--- src/rtl/ysyx_22041071_axi_r_slave_pkg.sv ---
// Shared AXI widths, burst/response encodings, FSM state codes and the
// response-FIFO entry type for the AXI read-channel responder.
package ysyx_22041071_axi_r_slave_pkg;

  localparam int AXI_ID_W    = 4;
  localparam int AXI_ADDR_W  = 64;
  localparam int AXI_DATA_W  = 64;
  localparam int AXI_LEN_W   = 8;
  localparam int AXI_SIZE_W  = 3;
  localparam int AXI_BURST_W = 2;
  localparam int AXI_RESP_W  = 2;
  localparam int AXI_USER_W  = 1;

  localparam logic [AXI_BURST_W-1:0] BURST_FIXED = 2'b00;
  localparam logic [AXI_BURST_W-1:0] BURST_INCR  = 2'b01;
  localparam logic [AXI_BURST_W-1:0] BURST_WRAP  = 2'b10;

  localparam logic [AXI_RESP_W-1:0] RESP_OKAY   = 2'b00;
  localparam logic [AXI_RESP_W-1:0] RESP_SLVERR = 2'b10;

  localparam logic [0:0] READ_IDLE = 1'b0;
  localparam logic [0:0] READ_DATA = 1'b1;

  typedef struct packed {
    logic [AXI_DATA_W-1:0] data;
    logic [AXI_RESP_W-1:0] resp;
    logic                  last;
  } rsp_t;

  // WRAP bursts are only meaningful for 2, 4, 8 or 16 beats.
  function automatic logic wrap_len_ok(input logic [AXI_LEN_W-1:0] len);
    return (len == 8'd1) || (len == 8'd3) || (len == 8'd7) || (len == 8'd15);
  endfunction

endpackage

--- src/rtl/ysyx_22041071_axi_r_slave_if.sv ---
// AXI4 read address / read data channel bundle.
interface ysyx_22041071_axi_r_slave_if;
  import ysyx_22041071_axi_r_slave_pkg::*;

  logic                   axi_ar_valid_i;
  logic                   axi_ar_ready_o;
  logic [AXI_ID_W-1:0]    axi_ar_id_i;
  logic [AXI_ADDR_W-1:0]  axi_ar_addr_i;
  logic [AXI_LEN_W-1:0]   axi_ar_len_i;
  logic [AXI_SIZE_W-1:0]  axi_ar_size_i;
  logic [AXI_BURST_W-1:0] axi_ar_burst_i;

  logic                   axi_r_valid_o;
  logic                   axi_r_ready_i;
  logic [AXI_DATA_W-1:0]  axi_r_data_o;
  logic [AXI_RESP_W-1:0]  axi_r_resp_o;
  logic                   axi_r_last_o;
  logic [AXI_ID_W-1:0]    axi_r_id_o;
  logic [AXI_USER_W-1:0]  axi_r_user_o;

  modport slave (
    input  axi_ar_valid_i, axi_ar_id_i, axi_ar_addr_i, axi_ar_len_i,
           axi_ar_size_i, axi_ar_burst_i, axi_r_ready_i,
    output axi_ar_ready_o, axi_r_valid_o, axi_r_data_o, axi_r_resp_o,
           axi_r_last_o, axi_r_id_o, axi_r_user_o
  );

  modport master (
    output axi_ar_valid_i, axi_ar_id_i, axi_ar_addr_i, axi_ar_len_i,
           axi_ar_size_i, axi_ar_burst_i, axi_r_ready_i,
    input  axi_ar_ready_o, axi_r_valid_o, axi_r_data_o, axi_r_resp_o,
           axi_r_last_o, axi_r_id_o, axi_r_user_o
  );

endinterface

--- src/rtl/ysyx_22041071_axi_rsp_fifo.sv ---
// Two-entry synchronous FIFO holding {data, resp, last} R-channel beats.
module ysyx_22041071_axi_rsp_fifo
  import ysyx_22041071_axi_r_slave_pkg::*;
(
  input  logic       clk,
  input  logic       reset,
  input  logic       i_push,
  input  rsp_t       i_push_data,
  input  logic       i_pop,
  output rsp_t       o_head,
  output logic [1:0] o_count,
  output logic       o_empty,
  output logic       o_full
);

  rsp_t       r_mem [2];
  logic       r_wptr;
  logic       r_rptr;
  logic [1:0] r_count;

  // Storage, pointers and occupancy; push and pop may coincide.
  always_ff @(posedge clk) begin
    if (reset) begin
      r_mem[0] <= '0;
      r_mem[1] <= '0;
      r_wptr   <= 1'b0;
      r_rptr   <= 1'b0;
      r_count  <= 2'd0;
    end else begin
      if (i_push) begin
        r_mem[r_wptr] <= i_push_data;
        r_wptr        <= ~r_wptr;
      end
      if (i_pop) begin
        r_rptr <= ~r_rptr;
      end
      case ({i_push, i_pop})
        2'b10:   r_count <= r_count + 2'd1;
        2'b01:   r_count <= r_count - 2'd1;
        default: r_count <= r_count;
      endcase
    end
  end

  assign o_head  = r_mem[r_rptr];
  assign o_count = r_count;
  assign o_empty = (r_count == 2'd0);
  assign o_full  = (r_count == 2'd2);

endmodule

--- src/rtl/ysyx_22041071_axi_r_slave.sv ---
// AXI4 read-channel responder in front of a 1-cycle-latency SRAM read port.
// One burst outstanding; INCR/FIXED/WRAP; out-of-range and illegal bursts
// return SLVERR beats without touching the SRAM.
//
// state     | meaning
// READ_IDLE | ar_ready high, waiting for an AR handshake
// READ_DATA | issuing SRAM reads and returning R beats; one bubble after last
module ysyx_22041071_axi_r_slave
  import ysyx_22041071_axi_r_slave_pkg::*;
#(
  parameter logic [63:0] MEM_BASE = 64'h8000_0000,
  parameter int          MEM_AW   = 16
) (
  input  logic                            clk,
  input  logic                            reset,
  ysyx_22041071_axi_r_slave_if.slave      axi,
  output logic                            mem_en_o,
  output logic [MEM_AW-1:0]               mem_addr_o,
  input  logic [AXI_DATA_W-1:0]           mem_rdata_i
);

  logic [0:0]             r_state;
  logic                   r_done;
  logic [AXI_ID_W-1:0]    r_id;
  logic [AXI_ADDR_W-1:0]  r_addr;
  logic [AXI_LEN_W-1:0]   r_len;
  logic [AXI_SIZE_W-1:0]  r_size;
  logic [AXI_BURST_W-1:0] r_burst;
  logic [AXI_LEN_W:0]     r_issue_cnt;
  logic                   r_inflight;
  logic                   r_pend_err;
  logic                   r_pend_last;

  logic [AXI_ADDR_W-1:0]  w_step;
  logic [AXI_ADDR_W-1:0]  w_wrap_mask;
  logic [AXI_ADDR_W-1:0]  w_next_addr;
  logic [AXI_ADDR_W-1:0]  w_off;
  logic                   w_in_range;
  logic                   w_bad_burst;
  logic                   w_err;
  logic                   w_ar_hs;
  logic                   w_r_hs;
  logic                   w_r_valid;
  logic [2:0]             w_occ;
  logic                   w_issue;
  logic                   w_fifo_push;
  logic                   w_fifo_pop;
  logic [1:0]             w_fifo_count;
  logic                   w_fifo_empty;
  logic                   w_fifo_full;
  rsp_t                   w_push_word;
  rsp_t                   w_fifo_head;
  rsp_t                   w_head;

  assign w_step      = 64'd1 << r_size;
  assign w_wrap_mask = ((64'(r_len) + 64'd1) << r_size) - 64'd1;
  assign w_off       = r_addr - MEM_BASE;
  assign w_in_range  = (r_addr >= MEM_BASE) && ((w_off >> (MEM_AW + 3)) == 64'd0);
  assign w_bad_burst = (r_burst == 2'b11) || (r_size > 3'd3) ||
                       ((r_burst == BURST_WRAP) && !wrap_len_ok(r_len));
  assign w_err       = !w_in_range || w_bad_burst;

  // Address of the following beat; the current one lives in r_addr.
  always_comb begin
    w_next_addr = r_addr + w_step;
    case (r_burst)
      BURST_FIXED: w_next_addr = r_addr;
      BURST_WRAP:  w_next_addr = (r_addr & ~w_wrap_mask) | ((r_addr + w_step) & w_wrap_mask);
      default:     w_next_addr = r_addr + w_step;
    endcase
  end

  assign w_ar_hs = axi.axi_ar_valid_i && axi.axi_ar_ready_o;
  assign w_r_hs  = w_r_valid && axi.axi_r_ready_i;

  // Slots in use = stored beats + beat landing next edge - beat leaving now.
  assign w_occ   = {1'b0, w_fifo_count} + {2'b00, r_inflight} - {2'b00, w_r_hs};
  assign w_issue = !reset && (r_state == READ_DATA) && !r_done &&
                   (r_issue_cnt <= {1'b0, r_len}) && (w_occ < 3'd2);

  assign mem_en_o   = w_issue && !w_err;
  assign mem_addr_o = w_off[MEM_AW+2:3];

  assign w_push_word.data = r_pend_err ? '0 : mem_rdata_i;
  assign w_push_word.resp = r_pend_err ? RESP_SLVERR : RESP_OKAY;
  assign w_push_word.last = r_pend_last;

  // An empty FIFO passes the landing beat straight through so the first
  // beat is visible in the same cycle the SRAM returns it.
  assign w_head      = w_fifo_empty ? w_push_word : w_fifo_head;
  assign w_r_valid   = !reset && (!w_fifo_empty || r_inflight);
  assign w_fifo_pop  = w_r_hs && !w_fifo_empty;
  assign w_fifo_push = r_inflight && !(w_fifo_empty && w_r_hs) && !w_fifo_full;

  ysyx_22041071_axi_rsp_fifo u_fifo (
    .clk         (clk),
    .reset       (reset),
    .i_push      (w_fifo_push),
    .i_push_data (w_push_word),
    .i_pop       (w_fifo_pop),
    .o_head      (w_fifo_head),
    .o_count     (w_fifo_count),
    .o_empty     (w_fifo_empty),
    .o_full      (w_fifo_full)
  );

  assign axi.axi_ar_ready_o = !reset && (r_state == READ_IDLE);
  assign axi.axi_r_valid_o  = w_r_valid;
  assign axi.axi_r_data_o   = w_r_valid ? w_head.data : '0;
  assign axi.axi_r_resp_o   = w_r_valid ? w_head.resp : '0;
  assign axi.axi_r_last_o   = w_r_valid ? w_head.last : 1'b0;
  assign axi.axi_r_id_o     = r_id;
  assign axi.axi_r_user_o   = '0;

  // Burst FSM, address walker and one-cycle SRAM read pipeline tag.
  always_ff @(posedge clk) begin
    if (reset) begin
      r_state     <= READ_IDLE;
      r_done      <= 1'b0;
      r_id        <= '0;
      r_addr      <= '0;
      r_len       <= '0;
      r_size      <= '0;
      r_burst     <= '0;
      r_issue_cnt <= '0;
      r_inflight  <= 1'b0;
      r_pend_err  <= 1'b0;
      r_pend_last <= 1'b0;
    end else begin
      r_inflight  <= w_issue;
      r_pend_err  <= w_issue && w_err;
      r_pend_last <= w_issue && (r_issue_cnt == {1'b0, r_len});
      case (r_state)
        READ_IDLE: begin
          if (w_ar_hs) begin
            r_id        <= axi.axi_ar_id_i;
            r_addr      <= axi.axi_ar_addr_i & ~((64'd1 << axi.axi_ar_size_i) - 64'd1);
            r_len       <= axi.axi_ar_len_i;
            r_size      <= axi.axi_ar_size_i;
            r_burst     <= axi.axi_ar_burst_i;
            r_issue_cnt <= '0;
            r_done      <= 1'b0;
            r_state     <= READ_DATA;
          end
        end
        default: begin
          if (w_issue) begin
            r_issue_cnt <= r_issue_cnt + 9'd1;
            r_addr      <= w_next_addr;
          end
          if (w_r_hs && axi.axi_r_last_o) begin
            r_done <= 1'b1;
          end
          if (r_done) begin
            r_done  <= 1'b0;
            r_state <= READ_IDLE;
          end
        end
      endcase
    end
  end

endmodule

--- src/flat_wrapper.sv ---
// flat-port wrapper written by rule: the top's interface ports become plain ports
module ysyx_22041071_axi_r_slave_flat import ysyx_22041071_axi_r_slave_pkg::*;
#(
  parameter logic [63:0] MEM_BASE = 64'h8000_0000,
  parameter int          MEM_AW   = 16
)
  (clk, reset, mem_en_o, mem_addr_o, mem_rdata_i, axi_axi_ar_valid_i, axi_axi_ar_id_i, axi_axi_ar_addr_i, axi_axi_ar_len_i, axi_axi_ar_size_i, axi_axi_ar_burst_i, axi_axi_r_ready_i, axi_axi_ar_ready_o, axi_axi_r_valid_o, axi_axi_r_data_o, axi_axi_r_resp_o, axi_axi_r_last_o, axi_axi_r_id_o, axi_axi_r_user_o);
  ysyx_22041071_axi_r_slave_if axi_i ();
  input  logic clk;
  input  logic reset;
  output logic mem_en_o;
  output logic [MEM_AW-1:0] mem_addr_o;
  input  logic [AXI_DATA_W-1:0] mem_rdata_i;
  input wire logic [$bits(axi_i.axi_ar_valid_i)-1:0] axi_axi_ar_valid_i;
  input wire logic [$bits(axi_i.axi_ar_id_i)-1:0] axi_axi_ar_id_i;
  input wire logic [$bits(axi_i.axi_ar_addr_i)-1:0] axi_axi_ar_addr_i;
  input wire logic [$bits(axi_i.axi_ar_len_i)-1:0] axi_axi_ar_len_i;
  input wire logic [$bits(axi_i.axi_ar_size_i)-1:0] axi_axi_ar_size_i;
  input wire logic [$bits(axi_i.axi_ar_burst_i)-1:0] axi_axi_ar_burst_i;
  input wire logic [$bits(axi_i.axi_r_ready_i)-1:0] axi_axi_r_ready_i;
  output wire logic [$bits(axi_i.axi_ar_ready_o)-1:0] axi_axi_ar_ready_o;
  output wire logic [$bits(axi_i.axi_r_valid_o)-1:0] axi_axi_r_valid_o;
  output wire logic [$bits(axi_i.axi_r_data_o)-1:0] axi_axi_r_data_o;
  output wire logic [$bits(axi_i.axi_r_resp_o)-1:0] axi_axi_r_resp_o;
  output wire logic [$bits(axi_i.axi_r_last_o)-1:0] axi_axi_r_last_o;
  output wire logic [$bits(axi_i.axi_r_id_o)-1:0] axi_axi_r_id_o;
  output wire logic [$bits(axi_i.axi_r_user_o)-1:0] axi_axi_r_user_o;
  assign axi_i.axi_ar_valid_i = axi_axi_ar_valid_i;
  assign axi_i.axi_ar_id_i = axi_axi_ar_id_i;
  assign axi_i.axi_ar_addr_i = axi_axi_ar_addr_i;
  assign axi_i.axi_ar_len_i = axi_axi_ar_len_i;
  assign axi_i.axi_ar_size_i = axi_axi_ar_size_i;
  assign axi_i.axi_ar_burst_i = axi_axi_ar_burst_i;
  assign axi_i.axi_r_ready_i = axi_axi_r_ready_i;
  assign axi_axi_ar_ready_o = axi_i.axi_ar_ready_o;
  assign axi_axi_r_valid_o = axi_i.axi_r_valid_o;
  assign axi_axi_r_data_o = axi_i.axi_r_data_o;
  assign axi_axi_r_resp_o = axi_i.axi_r_resp_o;
  assign axi_axi_r_last_o = axi_i.axi_r_last_o;
  assign axi_axi_r_id_o = axi_i.axi_r_id_o;
  assign axi_axi_r_user_o = axi_i.axi_r_user_o;
  ysyx_22041071_axi_r_slave #(.MEM_BASE(MEM_BASE), .MEM_AW(MEM_AW)) u_core (.clk(clk), .reset(reset), .axi(axi_i), .mem_en_o(mem_en_o), .mem_addr_o(mem_addr_o), .mem_rdata_i(mem_rdata_i));
endmodule
--- config.mk ---
export PLATFORM = sky130hd
export DESIGN_NAME = ysyx_22041071_axi_r_slave_flat
export DESIGN_NICKNAME = d
export VERILOG_FILES = /design/src/rtl/ysyx_22041071_axi_r_slave_pkg.sv /design/src/rtl/ysyx_22041071_axi_r_slave_if.sv /design/src/rtl/ysyx_22041071_axi_rsp_fifo.sv /design/src/rtl/ysyx_22041071_axi_r_slave.sv /design/src/flat_wrapper.sv
export SDC_FILE = /design/constraint.sdc
export NUM_CORES = 1
export LEC_CHECK = 0
export ABC_AREA = 1
export BUFFER_PORTS_ARGS = -buffer_cell sky130_fd_sc_hd__buf_2
export CAP_MARGIN = 20
export CORE_ASPECT_RATIO = 1.4
export CORE_MARGIN = 2
export CORE_UTILIZATION = 58
export DETAILED_ROUTE_END_ITERATION = 10
export PLACE_DENSITY_LB_ADDON = 0.05
export SKIP_LAST_GASP = 1
export SLEW_MARGIN = 20
export SYNTH_ARGS = -nofsm -noshare
export SYNTH_HDL_FRONTEND = slang
export SYNTH_SLANG_ARGS = --single-unit
export TNS_END_PERCENT = 20
--- constraint.sdc ---
create_clock -name clk -period 5.15 [get_ports clk]
set_clock_uncertainty 0.2 [all_clocks]
set_input_delay 0 -clock clk [delete_from_list [all_inputs] [get_ports clk]]
set_output_delay 0 -clock clk [all_outputs]
set_load 0.01 [all_outputs]
==> impl_summary.log, run 1 <==
[metrics] slowest cell delay on critical path: 0.73 ns
[metrics] Final Setup Violations: 0
[metrics] final-stage net count: 2752
[metrics] Die Width: 142 µm
[metrics] CTS tree: built
[metrics] busiest grt layer: met2
[metrics] initial antenna violation count: 0
[metrics] period utilization: 89.8%
[metrics] share of the yosys chip area belonging to registers: 38.7%
[metrics] worst-path cell with the longest stage delay: sky130_fd_sc_hd__dfxtp_1
[metrics] met2 layer usage reported by global route: 65.3%
[metrics] clock period minus final worst setup slack: 4.63 ns
[metrics] CP Capture Type: flop
[metrics] CP max FO: 19
[metrics] final HPWL from detailed placement: 34900 µm
[metrics] Inserted Clock Buffers: 23
[metrics] fraction of layout instances using a drive strength above 1: 14.0%
[metrics] Vert. Die Dim: 197 µm
[metrics] # IOs: 240
[metrics] GRT Total Usage: 37.0%
[metrics] sum of routed wire length over all layers: 53300 µm
[metrics] critical path class: reg -> reg
[metrics] count of pins over their slew limit: 0
[metrics] post-synthesis instance area: 15400 µm²
[metrics] Relative slew margins: 33.8%
[metrics] number of enable flip-flop cells after synthesis: 132
[metrics] RSZ-0062 raised after global routing: no
[metrics] met3 Resource Use GR: 4.57%
[metrics] Main synth FF type: sky130_fd_sc_hd__edfxtp_1
[metrics] via count of the first global-routing pass: 16200
[metrics] LEAKAGE: 0.00867 µW
[metrics] met1 Use GR: 42.1%
[metrics] area share of the largest cell type after synthesis: 25.7%
[metrics] Max-Cap Viols: 0
[metrics] post-cts sizing count: 0
[metrics] hold-fix buffer count after cts: 171
[metrics] Synth Instances: 2251
[metrics] buffer levels on the longest clock path: 3
[metrics] H-tree Lvls: 1
[metrics] largest net degree at the start of global routing: 96
[metrics] sequence of cells on the critical path: inv_1 -> nand2_1 -> nor2_1 -> ha_1 -> nand2_1 -> nor2_1 -> nand3_1 -> nand3_1 -> nand3_1 -> nor2_1 -> nand3_1 -> nor2_1 -> nand3_1 -> nand2_1 -> nand2_1 -> a21oi_1 -> dlygate4sd3_1
[metrics] ranking of synthesized cells by area: sky130_fd_sc_hd__edfxtp_1, sky130_fd_sc_hd__nand2_1, sky130_fd_sc_hd__dfxtp_1, sky130_fd_sc_hd__nor2_1, sky130_fd_sc_hd__a21oi_1
[metrics] CP dominant cell by count: sky130_fd_sc_hd__nand3_1
[metrics] fraction of synthesis flops using an asynchronous set or reset pin: 0%
[metrics] highest ir drop seen on vdd: 317 µV
[metrics] clock input transition at the sequential cells of the worst setup and hold paths: 0.07 ns
[metrics] syn_area_per_cell: 6.85 µm²
[metrics] critical path data required time: 5.42 ns
[metrics] class of the worst hold path: in -> reg
[metrics] library cell occupying the most area in the post-synthesis netlist: sky130_fd_sc_hd__edfxtp_1
[metrics] #FFs+latches synth: 232
[metrics] Clock Sink Count: 232
[metrics] number of setup buffers added after CTS: 0
[metrics] die area: 27900 µm²
[metrics] setup_tns: 0 ns
[metrics] number of DRC violations after detailed-routing iteration 0: 1444
[metrics] overall power: 5510 µW
[metrics] GPL Wtd Cong: 1.03
[metrics] Peak Freq: 216 MHz
[metrics] DR vias: 17100
[metrics] outcome: completed
[metrics] CTS Root Cell: sky130_fd_sc_hd__clkbuf_16
[metrics] input/output buffers: 237
[metrics] number of library cell types mapped by synthesis: 53
[metrics] power density of the placed cells: 289 nW/µm²
[metrics] most instantiated library cell after synthesis: sky130_fd_sc_hd__nand2_1
[metrics] average detailed-routed wire length per instance: 18.3 µm
[metrics] GR Overflow Total: 0
[metrics] antenna viol nets, final: 0
[metrics] clock latency at the later pin of the worst-skew pair: 0.53 ns
[metrics] Antenna Cells: 0
[metrics] gate family responsible for the most delay along the worst path: simple AND/OR/NAND/NOR gates
[metrics] critical path data arrival time: 4.90 ns
[metrics] Worst setup SP type: flop
[metrics] detailed-router iteration count before antenna repair: 7
[metrics] starting density of the core: 59.0%
[metrics] Area Growth Syn to Fin: 23.9%
[metrics] first-pass GRT wire length: 82400 µm
[metrics] total buffers and inverters traversed by the critical path: 2
[metrics] std cell rows: 70
[metrics] placeable core area: 26100 µm²
[metrics] DR vias/cell: 5.85
[metrics] Remaining DRCs: 0
[metrics] number of warnings issued by yosys: 0
[metrics] number of failing hold endpoints at the final stage: 0
[metrics] actual slew at the worst max-slew pin: 0.993 ns
[metrics] commonest cells in the netlist: sky130_fd_sc_hd__nand2_1, sky130_fd_sc_hd__nor2_1, sky130_fd_sc_hd__inv_1
## power by group
| part | internal, µW | switching [µW] | leakage, µW |
|---|---|---|---|
| Sequential | 2090 | 135 | 0.00218 |
| Clock | 1120 | 748 | 0.000405 |
| Combinational | 504 | 923 | 0.00608 |
| Total | 3710 | 1810 | 0.00867 |
## cell type report
type,count,area (µm²)
well taps,324,405
fillers,2074,7010
clock inverters,12,195
inverters,195,733
clock buffers,29,628
flip-flops and latches,232,5970
repair buffers,428,3050
multi-input cells,1696,8120
## routing by layer
| metal | vias to the layer above | part of all wire [%] |
|---|---|---|
| met5 | - | 0 |
| met4 | 0 | 7.4 |
| met3 | 232 | 7.8 |
| met2 | 898 | 49 |
| met1 | 7867 | 36 |
| li1 | 8060 | - |
## metrics by stage
stage                     util (%)  instances  setup slack, ns  cell area, µm²  hold slack, ns
final                         73.2       2916            0.525           19100          0.0343
after global routing          73.2       2916            0.159           19100          0.0621
after CTS                     73.1       2916            0.681           19100          0.0106
after detailed placement      63.4       2704             1.08           16600       -0.000773
after global placement        63.4       2704             1.18           16600        -0.00509
after floorplan                  -       2252             1.35           15400         -0.0894
## kinds of logic (layout without fill, tap and decap cells)
family,after synthesis,in the layout,synth area share [%]
buf+inv,324,664,8.83
fa+ha+maj,27,27,2.29
xor+xnor,45,45,2.56
flops,232,232,38.7
simple gates,1263,1263,34.9
other cells,1,2,0.0243
compound gates,359,359,12.7
## placed cells by master (no fill, tap or decap), drive strengths merged, types with 17 or more instances in the layout
cell         instances
clkbuf              29
o21ai              119
ha                  25
xor2                37
a21oi              161
nand4               40
buf                257
nor3                46
nand2              662
edfxtp             132
nor4                17
nand3              167
a31oi               46
dfxtp              100
inv                192
nor2               312
dlygate4sd3        171
## worst reg2reg max path, delay by kind of cell (launching register included)
family / cells / cell delay, ns
and+or+nand+nor: 13 / 2.19
AOI/OAI and AO/OA: 1 / 0.15
adders and majority gates: 1 / 0.37
DFF: 1 / 0.73
buffers and inverters: 2 / 0.93
## final timing paths
kind                                   endpoint            startpoint  slack [ns]  cells after the start
worst max register to register             flop      u_core.r_size[1]        0.52                     17
worst max-delay path                       flop      u_core.r_size[1]        0.52                     17
worst min register to register             flop  u_core.u_fifo.r_rptr        0.25                      1
worst min-delay path            u_core.r_len[6]   axi_axi_ar_len_i[6]        0.03                      4
Power figures use the tool's default switching activity.
==> run 2: changes to the inputs <==
CORE_UTILIZATION = 59   (was 58)
SYNTH_HIERARCHICAL = 1   (was unset)
==> run 2 against run 1 <==
Effect of this change:
- design area increased by 3.1%
- hold slack got worse by 0.011 ns
- largest cell class unchanged
- synthesized area increased by 4.3%
- highest routed layer unchanged
- critical path depth decreased by 1
==> impl_summary.log, run 2 <==
[metrics] first-pass GRT wire length: 81800 µm
[metrics] final HPWL from detailed placement: 34700 µm
[metrics] number of DRC violations after detailed-routing iteration 0: 1288
[metrics] LEAKAGE: 0.00914 µW
[metrics] DR vias: 16900
[metrics] Final Setup Violations: 0
[metrics] std cell rows: 71
[metrics] buffer levels on the longest clock path: 3
[metrics] share of the yosys chip area belonging to registers: 37.5%
[metrics] most common cell after layout, fill and taps aside: sky130_fd_sc_hd__nand2_1
[metrics] placeable core area: 26800 µm²
[metrics] actual slew at the worst max-slew pin: 1.11 ns
[metrics] critical path data arrival time: 4.63 ns
[metrics] critical path data required time: 5.37 ns
[metrics] number of warnings issued by yosys: 6
[metrics] critical path launch point: u_core/u_fifo/o_count[1]
[metrics] input/output buffers: 238
[metrics] Max-Cap Viols: 0
[metrics] #FFs+latches synth: 234
[metrics] fraction of synthesis flops using an asynchronous set or reset pin: 0%
[metrics] final instance area: 19700 µm²
[metrics] most instantiated library cell after synthesis: sky130_fd_sc_hd__nand2_1
[metrics] DR vias/cell: 5.54
[metrics] post-synthesis instance area: 16100 µm²
[metrics] clock latency at the later pin of the worst-skew pair: 0.53 ns
[metrics] outcome: completed
[metrics] overall power: 5310 µW
[metrics] final-stage net count: 2835
[metrics] commonest cells in the netlist: sky130_fd_sc_hd__nand2_1, sky130_fd_sc_hd__nor2_1, sky130_fd_sc_hd__inv_1
[metrics] CTS Root Cell: sky130_fd_sc_hd__clkbuf_16
[metrics] Peak Freq: 227 MHz
[metrics] number of library cell types mapped by synthesis: 52
[metrics] worst r2r path cells: 16
[metrics] GPL Wtd Cong: 1.06
[metrics] most frequent cells in the layout: sky130_fd_sc_hd__nand2_1, sky130_fd_sc_hd__nor2_1, sky130_fd_sc_hd__inv_1
[metrics] worst reg-to-reg setup slack: 0.74 ns
[metrics] sum of routed wire length over all layers: 52500 µm
[metrics] library cell occupying the most area in the post-synthesis netlist: sky130_fd_sc_hd__edfxtp_1
[metrics] area of placed instances: 17300 µm²
[metrics] Remaining DRCs: 0
[metrics] Die Width: 143 µm
[metrics] Area Growth Syn to Fin: 22.6%
[metrics] count of pins over their slew limit: 0
[metrics] critical path class: reg -> reg
[metrics] Main synth FF type: sky130_fd_sc_hd__edfxtp_1
[metrics] Worst setup SP type: flop
[metrics] number of setup buffers added after CTS: 0
[metrics] Crit Reg-Reg Startpoint: u_core/u_fifo/o_count[1]
[metrics] average detailed-routed wire length per instance: 17.3 µm
[metrics] CTS tree: built
[metrics] area share of the largest cell type after synthesis: 25.0%
[metrics] number of enable flip-flop cells after synthesis: 134
[metrics] clock period minus final worst setup slack: 4.41 ns
[metrics] period utilization: 85.6%
[metrics] Synth Instances: 2330
[metrics] setup_tns: 0 ns
[metrics] class of the worst hold path: in -> reg
[metrics] GR Overflow Total: 0
[metrics] number of failing hold endpoints at the final stage: 0
[metrics] power density of the placed cells: 269 nW/µm²
[metrics] fraction of layout instances using a drive strength above 1: 15.7%
[metrics] detailed-router iteration count before antenna repair: 6
[metrics] highest ir drop seen on vdd: 281 µV
[metrics] Inserted Clock Buffers: 24
[metrics] initial antenna violation count: 1
[metrics] # IOs: 240
[metrics] largest net degree at the start of global routing: 71
[metrics] GRT Total Usage: 35.8%
[metrics] H-tree Lvls: 1
[metrics] ranking of synthesized cells by area: sky130_fd_sc_hd__edfxtp_1, sky130_fd_sc_hd__dfxtp_1, sky130_fd_sc_hd__nand2_1, sky130_fd_sc_hd__nor2_1, sky130_fd_sc_hd__inv_1
[metrics] die area: 28600 µm²
[metrics] Vert. Die Dim: 199 µm
[metrics] clock input transition at the sequential cells of the worst setup and hold paths: 0.06 ns
[metrics] starting density of the core: 59.9%
[metrics] Relative slew margins: 26.1%
[metrics] antenna viol nets, final: 0
[metrics] CP max FO: 20
[metrics] Clock Sink Count: 234
[metrics] fillcell total: 2118
[metrics] via count of the first global-routing pass: 16600
[metrics] syn_area_per_cell: 6.89 µm²
[metrics] CP Capture Type: flop
[metrics] RSZ-0062 raised after global routing: no
==> run 2: cell types whose count changed after synthesis, sizes merged, moves of 5 or more <==
cell / delta
nor2: +150
inv: +128
nand2: -125
mux2: +67
a21oi: -43
a31oi: -43
clkbuf: -18
nand3: -16
o21ai: -12
o211ai: -6
or2: -5
==> run 2: worst min path at each step <==
| stage | cells after the start | slack [ns] | start | endpoint |
|---|---|---|---|---|
| 4_1_cts | 4 | 0.005 | axi_axi_ar_len_i[3] | u_core/r_len[3] |
| 2_1_floorplan | 1 | -0.13 | reset | flop |
| 6_report | 4 | 0.02 | axi_axi_ar_burst_i[0] | u_core/r_burst[0] |
| 3_5_place_dp | 3 | 0.02 | axi_axi_ar_len_i[2] | u_core/r_len[2] |
| 5_1_grt | 4 | 0.03 | axi_axi_ar_burst_i[0] | u_core/r_burst[0] |
| 3_3_place_gp | 3 | 0.01 | axi_axi_ar_len_i[3] | u_core/r_len[3] |
==> run 2: through the flow <==
step,util [%],worst slack (ns),hold slack (ns),std cells
final,73.4,0.742,0.0230,3043
after global routing,73.4,0.404,0.0339,3043
after CTS,73.4,0.781,0.00519,3042
after detailed placement,64.3,0.803,0.0217,2836
after global placement,64.3,0.998,0.0121,2836
after floorplan,-,1.31,-0.128,2331
==> run 2: kinds of logic after synthesis <==
group                    synth area share [%]
buffers and inverters                    11.3
adder cells (fa/ha/maj)                  2.20
AND/OR/NAND/NOR                          33.1
XOR/XNOR                                 2.51
other                                  0.0233
flip-flops                               37.5
AO/OA/AOI/OAI                            8.58
multiplexers                             4.76
==> run 2: final cells by class <==
cell class / instances / area, µm² / share of cell area [%]
Antenna cell: 1 / 2.50 / 0.0127
Multi-Input combinational cell: 1661 / 8250 / 41.9
Sequential cell: 234 / 6030 / 30.6
Inverter: 321 / 1200 / 6.12
Timing Repair Buffer: 417 / 2940 / 14.9
Clock buffer: 34 / 679 / 3.45
Clock inverter: 10 / 130 / 0.661
Tap cell: 365 / 457 / 2.32
==> run 2: metal layers <==
metal  share of wire [%]  global-route usage (%)  wire length, µm  up-vias
met4                 5.3                    18.1             2790        0
met2                  50                    64.5            26400      795
met5                   0                       0                0        -
li1                    -                       -                -     8108
met1                  37                    40.7            19600     7771
met3                 7.2                    5.34             3780      184
==> run 2: power by group <==
group / switching, µW / internal [µW]
registers: 130 / 2100
logic: 800 / 457
clock network: 746 / 1070
==> run 2: what timing repair did <==
action / CTS / global route
hold buffers: 162 / 0
resized for setup: 0 / 0
endpoints found under the hold margin: 224 / 0
==> run 2: critical path: stages (launching register included) <==
cell and delay (ns):
sky130_fd_sc_hd__dfxtp_1 0.49, sky130_fd_sc_hd__nor2_4 0.07, sky130_fd_sc_hd__a21oi_1 0.26, sky130_fd_sc_hd__nand2_1 0.13
sky130_fd_sc_hd__inv_1 0.10, sky130_fd_sc_hd__ha_1 0.23, sky130_fd_sc_hd__or2_2 0.30, sky130_fd_sc_hd__fa_1 0.49
sky130_fd_sc_hd__nand4_1 0.12, sky130_fd_sc_hd__inv_1 0.09, sky130_fd_sc_hd__nand2_1 0.08, sky130_fd_sc_hd__nand2_1 0.19
sky130_fd_sc_hd__nand2_1 0.26, sky130_fd_sc_hd__inv_1 0.55, sky130_fd_sc_hd__nand2_1 0.45, sky130_fd_sc_hd__nor2_1 0.21
sky130_fd_sc_hd__nor2_1 0.06
